### config.mk
export PLATFORM = sky130hd
export DESIGN_NAME = sha256_sigma_unit
export DESIGN_NICKNAME = d
export VERILOG_FILES = /design/src/rtl/sha256_sigma_unit.sv
export SDC_FILE = /design/constraint.sdc
export NUM_CORES = 1
export LEC_CHECK = 0
export CAP_MARGIN = 30
export CORE_UTILIZATION = 35
export DETAILED_ROUTE_END_ITERATION = 6
export HOLD_SLACK_MARGIN = 0.12
export PLACE_DENSITY = 0.59
export SLEW_MARGIN = 5
export SYNTH_ARGS = -nofsm -noshare
export SYNTH_HDL_FRONTEND = slang
export SYNTH_SLANG_ARGS = --single-unit
### constraint.sdc
create_clock -name clk -period 1 [get_ports clk]
set_input_delay 0.2 -clock clk [delete_from_list [all_inputs] [get_ports clk]]
set_output_delay 0.2 -clock clk [all_outputs]
set_load 0.05 [all_outputs]
### src/rtl/sha256_sigma_unit.sv
// rtl/sha256_sigma_unit.sv - registered SHA-256 sigma functions (optional lower sigma1 via SHA_SIGMA_LOWER1_EN)
module sha256_sigma_unit (
    input  logic        clk,
    input  logic        rst,
    input  logic        en,
    input  logic [31:0] x,
    output logic [31:0] function1,
    output logic [31:0] function2,
`ifdef SHA_SIGMA_LOWER1_EN
    output logic [31:0] function3,
    output logic [31:0] function4
`else
    output logic [31:0] function3
`endif
);

    // Fixed rotations are pure rewiring; only the XOR tree costs logic.
    logic [31:0] sig0_upper_d;
    logic [31:0] sig1_upper_d;
    logic [31:0] sig0_lower_d;

    logic [31:0] function1_q;
    logic [31:0] function2_q;
    logic [31:0] function3_q;

    // Big Sigma0: ROTR2 ^ ROTR13 ^ ROTR22
    assign sig0_upper_d = {x[1:0],  x[31:2]}
                        ^ {x[12:0], x[31:13]}
                        ^ {x[21:0], x[31:22]};

    // Big Sigma1: ROTR6 ^ ROTR11 ^ ROTR25
    assign sig1_upper_d = {x[5:0],  x[31:6]}
                        ^ {x[10:0], x[31:11]}
                        ^ {x[24:0], x[31:25]};

    // Small sigma0: ROTR7 ^ ROTR18 ^ SHR3 (shift zero-fills the top bits)
    assign sig0_lower_d = {x[6:0],  x[31:7]}
                        ^ {x[17:0], x[31:18]}
                        ^ {3'b000,  x[31:3]};

    // Output registers: reset beats enable, otherwise hold.
    always_ff @(posedge clk) begin
        if (rst) begin
            function1_q <= 32'h0000_0000;
            function2_q <= 32'h0000_0000;
            function3_q <= 32'h0000_0000;
        end else if (en) begin
            function1_q <= sig0_upper_d;
            function2_q <= sig1_upper_d;
            function3_q <= sig0_lower_d;
        end
    end

    assign function1 = function1_q;
    assign function2 = function2_q;
    assign function3 = function3_q;

`ifdef SHA_SIGMA_LOWER1_EN
    logic [31:0] sig1_lower_d;
    logic [31:0] function4_q;

    // Small sigma1: ROTR17 ^ ROTR19 ^ SHR10
    assign sig1_lower_d = {x[16:0], x[31:17]}
                        ^ {x[18:0], x[31:19]}
                        ^ {10'b0,   x[31:10]};

    // Same reset/enable behaviour as the other three outputs.
    always_ff @(posedge clk) begin
        if (rst) begin
            function4_q <= 32'h0000_0000;
        end else if (en) begin
            function4_q <= sig1_lower_d;
        end
    end

    assign function4 = function4_q;
`endif

endmodule

==> results.txt <==
----------------------------------------------------
[Yosys]
  XOR/XNOR share of the synthesized area ... 0.109
  Share of the synthesized area in compound gates (AO/OA/AOI/OAI) ... 0.145
  Area share of and/or/nand/nor cells after synthesis ... 0.271
  Number of standard cells after synthesis ... 571
  Count of distinct cell types in the synthesized netlist ... 18
  Netlist Area Pre-Place ... 5120 sq um
  Post-synthesis cell type with the largest combined area ... sky130_fd_sc_hd__dfxtp_1
  Largest family of logic cells by synthesized area ... simple AND/OR/NAND/NOR gates
  Largest cells by area after synthesis ... sky130_fd_sc_hd__dfxtp_1, sky130_fd_sc_hd__o221ai_1, sky130_fd_sc_hd__nand2b_1
  Register bit total from synthesis ... 96
  Mux share of post-synthesis cell area ... 0.0430
  Area fraction of the dominant cell type after synthesis ... 0.375
  Syn Area/Cell ... 8.97 sq um
  Nets in the synthesized netlist ... 606
  Synth warn ... 0
  Fraction of the mapped netlist area in adder cells ... 0
  Sequential fraction of the synthesis area ... 0.375

[Global route]
  First-pass GRT wire length ... 28000 um
  Global Route met2 Usage ... 0.401
  Met1 track utilization from global routing ... 0.311
  Number of global-route vias before repair ... 5219
  Highest-utilization routing layer at the global route stage ... met2
  Largest net degree at the start of global routing ... 36
  Total GRT Usage ... 0.247
  Met3 global-route usage ... 0.0535
  Gr ovfl total ... 0
  Antenna violations before repair ... 0

[STA]
  Maximum frequency from static timing analysis ... 938 MHz
  Worst setup skew after layout ... 0 ns
  Setup TNS after final layout ... -3.85 ns
  Worst slew margin ... 0.700
  Final slew viol count ... 0
  Final hold violation count ... 0
  Final worst hold slack ... 0.250 ns
  Setup Viol. Count Final ... 97
  RSZ-0062 raised after global routing ... yes
  Part of the cycle the worst path needs ... 1.07
  Actual slew at the worst max-slew pin ... 0.449 ns
  Post-layout worst setup margin ... -0.0658 ns
  Tmin final ... 1.07 ns

[Pwr]
  Leakage dissipation ... 3.71 nW
  Maximum VDD drop ... 867 uV
  Power Density ... 1340 nW/um^2

[Place]
  Count of buffers from port buffering ... 130
  RePlAce Congestion ... 0.844
  Worst slack after detailed placement ... -0.733 ns
  Placed wire-length estimate after detailed placement ... 13400 um
  Total placed cells including tap cells ... 929

[Floorplan]
  Number of ports placed on the die boundary ... 131
  Total number of placement rows ... 43
  Die area ... 15100 sq um
  Overall die width ... 123 um
  Core area ... 14100 sq um
  Starting utilization of the core area ... 0.363
  Height of the chip ... 123 um

[Worst setup path]
  Crit path launch ... function1[10]
  Standard cell with the maximum stage delay on the critical path ... sky130_fd_sc_hd__dfxtp_4
  Endpoint class of the critical path ... primary output
  Origin of the critical flop-to-flop path ... function1[20]
  Dominant delay contributor by cell family on the critical path ... flip-flops
  Slowest cell delay on critical path ... 0.38 ns
  Required time of the worst setup path ... 0.80 ns
  Largest fanout of any net on the critical path ... 2
  Kind of critical path ... flop to primary output
  CP bufs+invs ... 1
  Cell breakdown of the critical path ... buf_12
  Critical path data arrival time ... 0.87 ns
  Critical Path Source Type ... flop

[Route]
  Avg Vias per Cell ... 5.34
  Violation count after the first detailed-routing iteration ... 404
  Number of nets with antenna violations after detailed routing ... 0
  First-pass DRT Iterations ... 5
  Total via count in the routed design ... 5195
  Average wire per standard cell ... 18.8 um
  Wire length after detailed routing ... 18300 um
  DRC viols ... 0

[Layout]
  Share of final-layout standard cells stronger than drive strength 1 ... 0.497
  Filler Cell Count ... 1053
  Register area ... 2120 sq um
  Number of cells in the finished layout apart from fillers ... 972
  Area growth from synthesis to layout ... 82.4%
  Area of combinational cells with multiple inputs ... 3270 sq um
  Total Nets Final ... 824
  Inserted Diodes ... 0

[Clock tree]
  Number of H-tree levels ... 3
  Clock tree from TritonCTS ... done
  Largest buffer count on any clock path ... 2
  CTS Hold Bufs ... 0
  Clock-pin slew on the worst setup and hold paths ... 0.07 ns
  CTS Root Cell ... sky130_fd_sc_hd__clkbuf_16
  Clk Latency, worst-skew pair ... 0.34 ns
  Clock sink count ... 96
  TritonCTS Buffers ... 9

[Run status]
  Failing checks ... negative setup slack
  Outcome ... finished, violations left

[Flow run]
  Max-cap viol count ... 0

[Worst hold path]
  Launch point of the worst hold path ... rst
  Path type of the worst min-delay path ... input port to flop

----------------------------------------------------
==> through the flow <==
stage | total power [W] | instance area (sq um) | util
after global routing | 0.0130 | 9340 | 0.662
after CTS | 0.0125 | 9190 | 0.652
after global placement | 0.00907 | 8340 | 0.592
after detailed placement | 0.00912 | 8340 | 0.592
final | 0.0125 | 9340 | 0.662
after floorplan | 0.00668 | 5240 | -
==> synthesized netlist by cell type, drive strengths merged <==
master	number
o221ai	74
nand2	74
and3b	5
xnor2	12
o21ai	19
nor3b	32
xor2	52
nand2b	93
nand3b	27
mux2i	22
nor2	3
dfxtp	96
clkbuf	23
buf	39
==> layout make-up <==
class                           count  area share
Timing Repair Buffer              269       0.372
Sequential cell                    96       0.227
Tap cell                          180      0.0241
Clock buffer                       13      0.0268
Multi-Input combinational cell    413       0.350
Clock inverter                      1    0.000536
==> cells by family (layout without fill, tap and decap cells) <==
kind of cell	Yosys count	count (layout)
AOI/OAI and AO/OA	93	93
xor gates and xnor gates	64	64
buffers and inverters	62	283
DFF	96	96
muxes	22	22
and+or+nand+nor	234	234
==> flip-flops by register name (all words and copies together) (netlist names) <==
name	flops
function1	32
function3	32
function2	32
==> what timing repair did <==
action                                  CTS  global route
pin swaps                                14             0
endpoints found under the setup margin  192           126
setup buffers                            16            14
resized for setup                       198            21
==> power by group <==
part	switching (W)	total, W	internal (W)
Combinational	0.00241	0.00477	0.00236
Clock	0.00142	0.00315	0.00173
Sequential	0.000405	0.00462	0.00421
==> cell usage in the layout, fill, tap and decap left out, types with 6 or more instances in the layout <==
cell                            Yosys  layout
sky130_fd_sc_hd__dfxtp_4            0      31
sky130_fd_sc_hd__xor2_1            52      40
sky130_fd_sc_hd__nand2b_1          93      93
sky130_fd_sc_hd__nand3b_1          27      27
sky130_fd_sc_hd__xor2_2             0       6
sky130_fd_sc_hd__o21ai_0           13      10
sky130_fd_sc_hd__xor2_4             0       6
sky130_fd_sc_hd__clkbuf_16          0       9
sky130_fd_sc_hd__buf_6              0      18
sky130_fd_sc_hd__mux2i_1           22      22
sky130_fd_sc_hd__dlygate4sd2_1      0      30
sky130_fd_sc_hd__o21ai_1            6       9
sky130_fd_sc_hd__nor3b_2            6      25
sky130_fd_sc_hd__buf_4              4     111
sky130_fd_sc_hd__dfxtp_2            0      65
sky130_fd_sc_hd__o221ai_1          74      72
sky130_fd_sc_hd__xnor2_1           12       6
sky130_fd_sc_hd__buf_12             0     108
sky130_fd_sc_hd__nand2_1           74      74
==> layer usage <==
metal	wire length (um)	up-vias
met4	648	0
met2	8660	213
li1	-	2425
met1	7780	2511
met3	1220	46
met5	0	-
==> worst reg2reg max path, cell delays in order, from the launching register on <==
cell and delay [ns]:
sky130_fd_sc_hd__dfxtp_2 0.34, sky130_fd_sc_hd__buf_4 0.13, sky130_fd_sc_hd__buf_4 0.12, sky130_fd_sc_hd__nand2b_1 0.06, sky130_fd_sc_hd__o221ai_1 0.12
==> path summary, 6_finish.rpt <==
check / end / slack, ns / cells after the start
max: function1[10] / -0.07 / 1
min: function1[16] / 0.25 / 2
max reg2reg: function1[20] / 0.11 / 4
min reg2reg: function2[11] / 0.50 / 2
Power figures use the tool's default switching activity.
